### src/rtl/uart_command_receiver.sv
// 8N1 UART receiver for the host command link: synchronised RX, mid-bit sampling,
// start-glitch rejection and stop-bit framing check, with registered byte/strobe outputs.
module uart_command_receiver #(
    parameter int CLKS_PER_BIT = 5208,
    parameter int INT_WIDTH    = 8
) (
    input  logic                 MESSAGE_INTERPRETER_CLOCK_50,
    input  logic                 MESSAGE_INTERPRETER_RESET_InHigh,
    input  logic                 UART_RX_In,
    output logic [INT_WIDTH-1:0] UART_DATA_OutBus,
    output logic                 UART_FLAGDATA_OutHigh,
    output logic                 UART_FRAMEERR_OutHigh,
    output logic                 UART_BUSY_OutHigh
);

    localparam int CNT_W = (CLKS_PER_BIT > 1) ? $clog2(CLKS_PER_BIT) : 1;
    localparam logic [CNT_W-1:0] HALF     = CNT_W'((CLKS_PER_BIT - 1) / 2);
    localparam logic [CNT_W-1:0] LAST     = CNT_W'(CLKS_PER_BIT - 1);
    localparam logic [2:0]       LAST_BIT = 3'(INT_WIDTH - 1);

    typedef enum logic [2:0] {
        ST_IDLE,
        ST_START,
        ST_DATA,
        ST_STOP,
        ST_BREAK
    } state_t;

    state_t                 state;
    logic [CNT_W-1:0]       bit_cnt;
    logic [2:0]             bit_idx;
    logic [INT_WIDTH-1:0]   shift;

    logic                   rx_meta;
    logic                   rx_s;
    logic                   rx_prev;
    logic [1:0]             sync_fill;
    logic                   armed;
    logic                   start_edge;

    // armed only rises once the synchroniser carries a real pin sample that is high,
    // so a line held low through reset release is never mistaken for a start bit.
    // NOTE: all sequential state uses non-blocking assignments so every flop samples
    // pre-edge values regardless of block evaluation order.
    always_ff @(posedge MESSAGE_INTERPRETER_CLOCK_50 or posedge MESSAGE_INTERPRETER_RESET_InHigh) begin
        if (MESSAGE_INTERPRETER_RESET_InHigh) begin
            rx_meta   <= 1'b1;
            rx_s      <= 1'b1;
            rx_prev   <= 1'b1;
            sync_fill <= 2'b00;
            armed     <= 1'b0;
        end else begin
            rx_meta   <= UART_RX_In;
            rx_s      <= rx_meta;
            rx_prev   <= rx_s;
            sync_fill <= {sync_fill[0], 1'b1};
            if (sync_fill[1] && rx_s) begin
                armed <= 1'b1;
            end
        end
    end

    assign start_edge = armed && rx_prev && !rx_s;

    always_ff @(posedge MESSAGE_INTERPRETER_CLOCK_50 or posedge MESSAGE_INTERPRETER_RESET_InHigh) begin
        if (MESSAGE_INTERPRETER_RESET_InHigh) begin
            state                 <= ST_IDLE;
            bit_cnt               <= '0;
            bit_idx               <= '0;
            shift                 <= '0;
            UART_DATA_OutBus      <= '0;
            UART_FLAGDATA_OutHigh <= 1'b0;
            UART_FRAMEERR_OutHigh <= 1'b0;
            UART_BUSY_OutHigh     <= 1'b0;
        end else begin
            UART_FLAGDATA_OutHigh <= 1'b0;
            UART_FRAMEERR_OutHigh <= 1'b0;

            case (state)
                ST_IDLE: begin
                    bit_cnt <= '0;
                    bit_idx <= '0;
                    if (start_edge) begin
                        state             <= ST_START;
                        UART_BUSY_OutHigh <= 1'b1;
                    end
                end

                ST_START: begin
                    if (bit_cnt == HALF) begin
                        bit_cnt <= '0;
                        if (!rx_s) begin
                            state <= ST_DATA;
                        end else begin
                            state             <= ST_IDLE;
                            UART_BUSY_OutHigh <= 1'b0;
                        end
                    end else begin
                        bit_cnt <= bit_cnt + 1'b1;
                    end
                end

                ST_DATA: begin
                    if (bit_cnt == LAST) begin
                        bit_cnt <= '0;
                        shift   <= {rx_s, shift[INT_WIDTH-1:1]};
                        if (bit_idx == LAST_BIT) begin
                            bit_idx <= '0;
                            state   <= ST_STOP;
                        end else begin
                            bit_idx <= bit_idx + 3'd1;
                        end
                    end else begin
                        bit_cnt <= bit_cnt + 1'b1;
                    end
                end

                // Leaving at mid-stop gives half a bit of margin for a back-to-back start bit.
                ST_STOP: begin
                    if (bit_cnt == LAST) begin
                        bit_cnt <= '0;
                        if (rx_s) begin
                            UART_DATA_OutBus      <= shift;
                            UART_FLAGDATA_OutHigh <= 1'b1;
                            UART_BUSY_OutHigh     <= 1'b0;
                            state                 <= ST_IDLE;
                        end else begin
                            UART_FRAMEERR_OutHigh <= 1'b1;
                            state                 <= ST_BREAK;
                        end
                    end else begin
                        bit_cnt <= bit_cnt + 1'b1;
                    end
                end

                ST_BREAK: begin
                    if (rx_s) begin
                        state             <= ST_IDLE;
                        UART_BUSY_OutHigh <= 1'b0;
                    end
                end

                default: begin
                    state             <= ST_IDLE;
                    UART_BUSY_OutHigh <= 1'b0;
                end
            endcase
        end
    end

endmodule

### config.mk
export PLATFORM = sky130hd
export DESIGN_NAME = uart_command_receiver
export DESIGN_NICKNAME = d
export VERILOG_FILES = /design/src/rtl/uart_command_receiver.sv
export SDC_FILE = /design/constraint.sdc
export NUM_CORES = 1
export LEC_CHECK = 0
export ABC_AREA = 1
export CORE_MARGIN = 4
export CORE_UTILIZATION = 55
export CTS_CLUSTER_SIZE = 28
export DETAILED_ROUTE_END_ITERATION = 8
export GPL_ROUTABILITY_DRIVEN = 1
export PLACE_DENSITY = 0.75
export SKIP_CTS_REPAIR_TIMING = 1
export SYNTH_ARGS = -nofsm -noshare
export SYNTH_HDL_FRONTEND = slang
export SYNTH_SLANG_ARGS = --single-unit
### constraint.sdc
create_clock -name MESSAGE_INTERPRETER_CLOCK_50 -period 4.7 [get_ports MESSAGE_INTERPRETER_CLOCK_50]
set_input_delay 0.47 -clock MESSAGE_INTERPRETER_CLOCK_50 [delete_from_list [all_inputs] [get_ports MESSAGE_INTERPRETER_CLOCK_50]]
set_output_delay 0.47 -clock MESSAGE_INTERPRETER_CLOCK_50 [all_outputs]
set_load 0.1 [all_outputs]
=== Yosys cells after proc, flatten, opt, wreduce, memory -nomap -nowiden ===
Cells that the tools add are included.
Widths: inputs -> output; s select.

* Register bits after elaboration: 44
* Memories kept: 0
* Bits in latches: 0
* Bits in read-only memories: 0
* Output and inout bits: 11
* Input bits: 3
* Logic and storage cells: 68
* Bits in writable memories: 0

* Reductions and logical operators: 13
* Shifts and indexed selects: 0
* Bitwise logic cells: 1
* Divide/modulo/power cells: 0
* Equal/unequal tests: 13
* Muxes and demuxes: 26
* Add/subtract/negate cells: 2
* Order comparisons: 0
* Multiply operators: 0

{| class="wikitable"
|+ Operators with widths
! kind !! number
|-
| $pmux 13 s3 || 1
|-
| $mux 3 || 9
|-
| $mux 13 || 2
|-
| $pmux 3 s5 || 1
|-
| $add 13x1->13 const B || 1
|-
| $eq 13x12->1 const B || 1
|-
| $eq 13x13->1 const B || 1
|-
| $ne 2x2->1 const B || 6
|-
| $mux 1 || 10
|-
| $eq 3x2->1 const B || 2
|-
| $eq 3x3->1 const B || 2
|-
| $pmux 3 s2 || 1
|-
| $reduce_and 6->1 || 1
|-
| $pmux 1 s5 || 1
|-
| $reduce_and 2->1 || 2
|-
| $reduce_and 4->1 || 1
|-
| $add 3x1->3 const B || 1
|-
| $eq 3x1->1 const B || 1
|-
| $logic_and 1x1->1 || 3
|-
| $logic_not 3->1 || 1
|-
| $reduce_and 3->1 || 1
|-
| $reduce_bool 3->1 || 1
|-
| $mux 2 || 1
|-
| $reduce_bool 2->1 || 1
|-
| 3 further kinds || 3
|}

=== Depth between registers and ports, before layout ===
Gate-level depths: netlist (run 1).

* Depth after elaboration: 4
* Depth in mapped cells: 9
* Depth with buffers taken out: 9

=== Least setup slack after synthesis (run 1) ===
No wires, ideal clock.

* Kind: register to register
* Start: reg bit_cnt[0]
* End: reg UART_DATA_OutBus[0]
* Arrival: 1.365 ns
* Cell stages (with the launch flop): 8
* Slack: 3.208 ns
* Period minus slack after synthesis: 1.492 ns
* Setup time: 0.127 ns
* Required time: 4.573 ns
* Path buffers: 1
* Path through: dfrtp_1 -> ha_1 -> nand2_1 -> nor2_1 -> nand3_2 -> nor3_4 -> buf_6 -> o21ai_0

* Word-level cells in the longest chain between the ends: 2

{| class="wikitable"
|+ RTL lines
! element !! line !! RTL
|-
| start, declared || 30 || <nowiki>logic [CNT_W-1:0] bit_cnt;</nowiki>
|-
| start signal, assigned || 99 || <nowiki>bit_cnt <= bit_cnt + 1'b1;</nowiki>
|-
| start signal, assigned || 114 || <nowiki>bit_cnt <= bit_cnt + 1'b1;</nowiki>
|-
| start signal, assigned || 132 || <nowiki>bit_cnt <= bit_cnt + 1'b1;</nowiki>
|-
| $eq 13x13->1 || 120 || <nowiki>if (bit_cnt == LAST) begin</nowiki>
|-
| $reduce_and 3->1 (no source line) || n/a ||
|-
| end signal, assigned || 123 || <nowiki>UART_DATA_OutBus <= shift;</nowiki>
|-
| end, declared || 10 || <nowiki>output logic [INT_WIDTH-1:0] UART_DATA_OutBus,</nowiki>
|}

No other way between the ends.
A chain may end at the register's enable or synchronous reset.

=== Worst setup path after layout (run 1) ===
* Start: reg UART_DATA_OutBus[4]
* End: out UART_DATA_OutBus[4]

No word-level cell between the ends.

==> run metrics, run 1 <==
simple-gate share of the synthesized area=28.8%; Slew HR=34.2%; first-pass GRT wire length=7.08 mm; sequential area share after synthesis=52.4%; Peak Freq=436 MHz; crit share post-route=48.8%; Synth-to-Final Area Change=13.8%; asr flop ratio synth=100%; post-synthesis compound-gate area fraction=6.52%; vias per std cell=5.00; Total Routing Usage GR=18.1%; antenna cells=0; worst-skew pair later-pin latency=0.30 ns; vias post-DR=1645; Final min period=2.29 ns; status=completed; CP Cell Sequence=clkdlybuf4s50_1; max-slew violations=0; largest family of logic cells by synthesized area=simple AND/OR/NAND/NOR gates; Core Rows=22; CTS Root Buffer Type=clkbuf_8; Worst Hold Launch=rx_meta; DRT iter0 DRCs=125; Synth cell types=25; Peak VDD IR=0.324 mV; io pins=14; Max clock buf depth=2; antenna violations before repair=0; Reg2Reg Depth=8; fillers=314; CTS tree=yes; vias in the first global route=1530; Post-Synth XOR/XNOR Area=1.66%; pin count of the biggest net entering global routing=45; Mapped Cells=264; Nets=286; Final Hold Fails=0; Mapped Avg Cell Area=7.99 um2; skew final=0.00999 ns; reg-to-reg critical path startpoint=bit_cnt[0]; dominant cell by count in the synthesized netlist=nand2_1; footprint of the multi-input gates=822 um2; Worst path max stage delay=1.14 ns; Setup crit end kind=output port; H-tree lvl count=2; setup violators final=0; Startpoint Class=flip-flop; Commonest cells post-synth=85 x nand2_1, 41 x dfrtp_1, 37 x inv_1; DIE WIDTH=69.9 um; top cell family by delay on the critical path=buffers and inverters; clock sink count=44; die height=69.9 um; cts bufs inserted=5; synthesized cell area=2110 um2; RSZ-0062 raised after global routing=no; HP Class=flip-flop to flip-flop; layout cells sized above 1=6.41%; Max-Cap Viols=0; Net Count, Synth=270; setup TNS=0 ns; Worst-path clk slew=0.08 ns; IO Port Bufs=13; Power Density=411 nW/um2; wirelength, routed=3.95 mm; Synth area leaders=dfrtp_1 49%, nand2_1 15%, inv_1 6.6%; GR Overflow Total=0; GP Congestion=0.952; CP Class=flip-flop to output port; hold path cells=0; final core occ=65.1%; RR Endpoint=shift[7]; core box area=3690 um2; Critical Path RT=4.23 ns; Main synth FF type=dfrtp_1; residual DRC count=0; cell taking the most area after synthesis=dfrtp_1; DRT Pass-1 Iters=4; R2R Setup Slk=2.49 ns; adder-cell share of the synthesized area=1.78%; Slowest cell on crit path=clkdlybuf4s50_1; Yosys reg bits=44; Register Area=1100 um2; Tightest Pin Transition=0.984 ns; top cell type's share of synthesized area=48.6%; Post-synth EDFFs=0; Starting Density=57.2%; post-route ant nets=0; fin worst setup slack=2.41 ns; DR WL/cell=12.0 um; Ys Warns=0; Critical Path Fanout Max=2; crit path DAT=1.82 ns; hpwl dp=2.81 mm; multiplexer share of the synthesized area=0%; die area=4890 um2; Worst Hold Path EP=rx_s; worst path buffer plus inverter count=1; LEAKAGE=1.22 nW; Setup WS pre-CTS=2.51 ns
flip-flops by register name, indices dropped and copies added, names as in the netlist, 2 cells and up:
name	cells
bit_cnt	13
sync_fill	2
state	3
UART_DATA_OutBus	8
bit_idx	3
shift	8
layout by cell type, fill, tap and decap left out:
master            n
nand2_1          85
dfrtp_1          41
inv_1            36
nor2_1           27
clkdlybuf4s50_1  13
o21ai_0          12
nand3_1          11
nor3_1           10
a21oi_1           9
nand4_1           5
clkbuf_8          5
xor2_1            4
ha_1              3
dfstp_2           3
o21ai_2           2
nor4_1            2
bufinv_16         2
inv_2             1
nand3_2           1
nor3_4            1
nand2_2           1
a21boi_0          1
clkinv_1          1
or2_2             1
a21o_1            1
clkbuf_1          1
buf_4             1
conb_1            1
kinds of logic after synthesis:
family                     after synthesis
buffers and inverters                   43
xor gates and xnor gates                 4
other                                    1
AOI/OAI and AO/OA                       25
adders and majority gates                3
and+or+nand+nor                        144
DFF                                     44
worst max-delay path by stage:
stage | from | cells after the start | slack (ns) | end
after floorplan | MESSAGE_INTERPRETER_RESET_InHigh | 1 | 3.20 | UART_BUSY_OutHigh
after global placement | bit_cnt[0] | 8 | 2.66 | shift[7]
after detailed placement | bit_cnt[0] | 8 | 2.51 | bit_idx[2]
after CTS | UART_DATA_OutBus[4] | 1 | 2.40 | UART_DATA_OutBus[4]
after global routing | bit_cnt[0] | 8 | 2.18 | shift[7]
final | UART_DATA_OutBus[4] | 1 | 2.41 | UART_DATA_OutBus[4]
stage by stage:
stage | std cells | area, um2 | power [W] | hold WS [ns]
final | 329 | 2400 | 0.000987 | 0.358
after global routing | 329 | 2400 | 0.00105 | 0.361
after CTS | 329 | 2400 | 0.000995 | 0.360
after detailed placement | 321 | 2270 | 0.000658 | 0.348
after global placement | 321 | 2270 | 0.000651 | 0.336
after floorplan | 264 | 2110 | 0.000604 | 0.331
routing by layer:
metal  vias up  part of all wire [%]  track usage [%]
met4         0                   1.5             5.11
met2        43                    43             25.5
met1       743                    49             26.4
met3         7                   6.4             6.33
met5         -                     0                0
li1        852                     -                -
area by class of cell:
cell class	count	area share, %
clock buffers	6	3.02
multi-input cells	177	34.3
well taps	48	2.50
repair buffers	14	5.74
clock inverters	2	2.50
flip-flops and latches	44	46.0
inverters	38	5.94
where the power goes:
part / total, W / switching, W / internal, W
clock: 0.000336 / 0.000123 / 0.000212
combinational: 0.000217 / 0.000157 / 0.0000605
sequential: 0.000435 / 0.0000270 / 0.000408
total: 0.000987 / 0.000307 / 0.000680
(Power assumes the default switching activity.)
==> inputs of run 2 (changes only) <==
Settings changed: CORE_UTILIZATION 55 to 52, PLACE_DENSITY 0.75 to 0.74.
Clock period 4.7 ns to 2.1 ns, I/O delays scaled along.
==> run 2 against run 1 <==
  * Clock-buffer cell count down 1
  * Via count increased by 1.8%
  * Routed wire length grew 0.18%
  * First-iteration DRC count up 4.8%
  * Non-clock buffer count is 4 higher
  * Cell area down 0.63%
  * Clock power grew 93%
  * Critical path depth rose by 7
  * Critical path type is now flip-flop to flip-flop
==> run metrics, run 2 (same netlist as run 1, synthesis figures left out) <==
setup violators final=0; DRT iter0 DRCs=131; Area after DPL=2270 um2; pin count of the biggest net entering global routing=45; Slowest cell on crit path=dfrtp_1; Startpoint Class=flip-flop; R2R Setup Slk=0.37 ns; Peak Freq=578 MHz; Tightest Pin Transition=0.511 ns; Reg2Reg Depth=8; post-route cell area=2380 um2; fin worst setup slack=0.371 ns; residual DRC count=0; worst path buffer plus inverter count=1; Critical Path Fanout Max=12; most frequent cells in the layout=85 x nand2_1, 41 x dfrtp_1, 36 x inv_1; antenna cells=0; wirelength, routed=3.96 mm; reg-to-reg critical path startpoint=bit_cnt[0]; RR Endpoint=shift[7]; crit share post-route=82.3%; antenna violations before repair=0; hpwl dp=2.88 mm; Starting Density=55.5%; Max clock buf depth=2; hold path cells=1; Setup WS pre-CTS=0.389 ns; Worst Hold Launch=UART_RX_In; DRT Pass-1 Iters=5; first-pass GRT wire length=7.00 mm; vias post-DR=1675; CTS Root Buffer Type=clkbuf_8; max FFs per register=13; io pins=14; die area=5140 um2; vias per std cell=5.03; top cell family by delay on the critical path=simple AND/OR/NAND/NOR gates; commonest non-fill, non-tap cell in the layout=nand2_1; status=completed; Worst path max stage delay=0.40 ns; core box area=3800 um2; Critical Path RT=2.28 ns; setup TNS=0 ns; Synth-to-Final Area Change=13.0%; vias in the first global route=1607; Slew HR=66.0%; cts bufs inserted=5; DIE WIDTH=71.7 um; Total Routing Usage GR=17.3%; CP Cell Sequence=ha_1, nand2_1, nor2_1, nand3_2, nor2_1, inv_1, nand2_1, o21ai_2; Non-Filler Instances=333; HP Class=input port to flip-flop; layout cells sized above 1=11.9%; Final Hold Fails=0; CTS tree=yes; Power Density=885 nW/um2; skew final=0.00515 ns; die height=71.7 um; crit path DAT=1.91 ns; Core Rows=22; LEAKAGE=1.25 nW; CP Class=flip-flop to flip-flop; max-slew violations=0; GR Overflow Total=0; Worst Hold Path EP=rx_meta; Final min period=1.73 ns; GP Congestion=0.910; placed insts=325; clock sink count=44; Peak VDD IR=0.800 mV; Max-Cap Viols=0; H-tree lvl count=2; IO Port Bufs=13; Top reg by flops=bit_cnt; worst-skew pair later-pin latency=0.30 ns; Nets=290; RSZ-0062 raised after global routing=no; Setup crit end kind=flip-flop; largest registers=bit_cnt (13), UART_DATA_OutBus (8), shift (8); Worst-path clk slew=0.08 ns; DR WL/cell=11.9 um; post-route ant nets=0
run 2: power breakdown:
| group | internal, W | switching, W |
|---|---|---|
| combinational | 0.000135 | 0.000353 |
| clock | 0.000358 | 0.000292 |
| sequential | 0.000912 | 0.0000606 |
| total | 0.00140 | 0.000706 |
run 2: how the worst max path moves through the flow:
stage | startpoint | endpoint | slack, ns | depth (start not counted)
2_1_floorplan | bit_cnt[0] | UART_DATA_OutBus[0] | 0.61 | 7
4_1_cts | bit_cnt[0] | shift[7] | 0.36 | 8
6_report | bit_cnt[0] | shift[7] | 0.37 | 8
3_5_place_dp | bit_cnt[0] | shift[7] | 0.39 | 8
3_3_place_gp | bit_cnt[0] | shift[7] | 0.50 | 8
5_1_grt | bit_cnt[0] | shift[7] | 0.16 | 8
run 2: metrics by stage:
stage               hold slack, ns  total power (W)  utilization (%)
floorplan                    0.214          0.00135                -
global route                 0.319          0.00225             62.8
finish                       0.318          0.00211             62.8
detailed placement           0.347          0.00147             59.7
CTS                          0.310          0.00212             62.8
global placement             0.333          0.00146             59.7
run 2: area by class of cell:
cell class              instances  area [um2]
repair buffers                 18         140
well taps                      48        60.1
inverters                      38         143
multi-input cells             177         822
fillers                       328        1410
flip-flops and latches         44        1100
clock inverters                 3        46.3
clock buffers                   5        68.8
run 2: per-layer routing:
layer  track usage [%]  part of all wire (%)  wire length, um
met5                 0                     0                0
met4              7.72                   1.6               63
met3              3.37                   5.3              210
met2              27.2                    47             1850
met1              23.1                    46             1830
run 2: worst reg2reg max path, stage by stage (launching register included):
cell     delay, ns
dfrtp_1       0.40
ha_1          0.23
nand2_1       0.09
nor2_1        0.13
nand3_2       0.16
nor2_1        0.20
inv_1         0.23
nand2_1       0.14
o21ai_2       0.06
==> inputs of run 3 (changes only) <==
Settings changed: CORE_UTILIZATION 52 to 55, PLACE_DENSITY 0.74 to 0.75.
Clock period 2.1 ns to 1.6 ns, I/O delays scaled along.
==> run 3 against run 2 <==
  * Sequential power is 34% higher
  * Total power increased by 30%
  * The flow now finishes with violations (negative setup slack)
  * Routed wire length rose by 19%
  * First-iteration DRC count rose by 3.8%
  * Hold slack lost 0.12 ns
  * Sequential share of layout area is 6.2 points lower
  * Setup slack worse by 0.37 ns
  * Register-to-register slack lost 0.37 ns
  * Via count is 6.8% higher
  * Core utilization increased by 12 points
==> run metrics, run 3 (same netlist as run 1, synthesis figures left out) <==
RSZ-0062 raised after global routing=yes; CP Class=flip-flop to flip-flop; status=finished with violations; antenna violations before repair=0; residual DRC count=0; post-route ant nets=0; largest registers=bit_cnt (13), UART_DATA_OutBus (8), shift (8); RR Endpoint=UART_DATA_OutBus[5]; die area=4890 um2; Max clock buf depth=2; fillers=276; GR Overflow Total=0; H-tree lvl count=2; Power Density=998 nW/um2; Total Routing Usage GR=18.8%; crit path DAT=1.82 ns; post-route cell area=2760 um2; final core occ=74.7%; Top reg by flops=bit_cnt; top cell family by delay on the critical path=simple AND/OR/NAND/NOR gates; CTS tree=yes; Reg2Reg Depth=9; Starting Density=57.2%; core box area=3690 um2; DRT Pass-1 Iters=4; CP Cell Sequence=inv_2, nand2_2, nor2_2, nand3_4, nor3_4, buf_12, clkbuf_16, nand2_2, o21ai_2; IO Port Bufs=13; Nets=301; DIE WIDTH=69.9 um; cts bufs inserted=5; Most common cell on crit path=nand2_2; Critical Path Fanout Max=8; setup violators final=1; hpwl dp=3.03 mm; Peak Freq=625 MHz; fin worst setup slack=-0.000429 ns; DR WL/cell=13.7 um; antenna cells=0; Non-Filler Instances=344; Final Hold Slack=0.201 ns; placed insts=329; most frequent cells in the layout=73 x nand2_1, 40 x dfrtp_1, 32 x inv_1; pin count of the biggest net entering global routing=45; DRT iter0 DRCs=136; GP Congestion=0.980; max-slew violations=0; Area after DPL=2460 um2; Max-Cap Viols=0; vias in the first global route=1650; vias per std cell=5.20; vias post-DR=1789; wirelength, routed=4.70 mm; Critical Path RT=1.82 ns; CP Depth=9; commonest non-fill, non-tap cell in the layout=nand2_1; LEAKAGE=1.38 nW; Worst path max stage delay=0.44 ns; HP Class=input port to async pin; crit share post-route=100%; Synth-to-Final Area Change=30.6%; R2R Setup Slk=-0.0004 ns; io pins=14; setup TNS=-0.000429 ns; skew final=0.00990 ns; Slowest cell on crit path=dfrtp_1; Core Rows=22; Final min period=1.60 ns; die height=69.9 um; Worst-path clk slew=0.09 ns; Setup crit end kind=flip-flop; Startpoint Class=flip-flop; reg-to-reg critical path startpoint=bit_cnt[9]; Final Hold Fails=0; CTS Root Buffer Type=clkbuf_8; first-pass GRT wire length=7.36 mm; Peak VDD IR=1.17 mV; layout cells sized above 1=25.3%; failing checks=negative setup slack; worst path buffer plus inverter count=3; max FFs per register=13; clock sink count=44; worst-skew pair later-pin latency=0.30 ns
## run 3: cell types whose count changed in the layout (fill, tap and decap cells not counted), moves of 3 or more
cell / before / now
o21ai_0: 12 / 5
nand2_1: 85 / 73
inv_2: 1 / 5
inv_1: 36 / 32
nor2_1: 27 / 23
buf_12: 0 / 14
nand2_2: 1 / 12
nor2_2: 0 / 3
o21ai_2: 2 / 8
buf_4: 16 / 11
## run 3: area by class of cell
type	instances	area [um2]	area share (%)
inverter	38	143	5.18
sequential	44	1110	40.1
tap	48	60.1	2.18
clock inverter	2	12.5	0.454
multi-input combinational	177	928	33.7
timing repair buffer	29	433	15.7
clock buffer	6	72.6	2.63
## run 3: how the worst max path moves through the flow
stage / from / to / slack, ns
finish: bit_cnt[9] / UART_DATA_OutBus[5] / -0.0004
global route: bit_cnt[1] / UART_DATA_OutBus[5] / -0.08
CTS: bit_cnt[1] / bit_cnt[5] / -0.03
detailed placement: bit_cnt[1] / shift[7] / -0.03
global placement: bit_cnt[1] / shift[7] / 0.07
floorplan: bit_cnt[0] / UART_DATA_OutBus[0] / 0.11
## run 3: worst register-to-register path, cell delays in order, from the launching register on
cell and delay (ns):
dfrtp_1 0.44, inv_2 0.10, nand2_2 0.06, nor2_2 0.15, nand3_4 0.13, nor3_4 0.24
buf_12 0.15, clkbuf_16 0.15, nand2_2 0.06, o21ai_2 0.06
## run 3: where the power goes
group          leakage (nW)  total (W)  switching [W]  internal, W
logic                 0.752   0.000771       0.000502     0.000270
registers             0.584    0.00130       0.000100      0.00120
clock network        0.0412   0.000681       0.000376     0.000305
## run 3: metal layers
layer / wire, um / part of all wire [%] / GRT usage [%]
met1: 1980 / 42 / 25.1
met2: 2370 / 50 / 29.5
met3: 275 / 5.8 / 5.47
met4: 77 / 1.6 / 6.17
met5: 0 / 0 / 0
## run 3: stage by stage
step | total power [W] | setup slack (ns)
final | 0.00275 | -0.000429
after global routing | 0.00290 | -0.0777
after CTS | 0.00265 | -0.0318
after detailed placement | 0.00198 | -0.0260
after global placement | 0.00197 | 0.0694
after floorplan | 0.00177 | 0.108
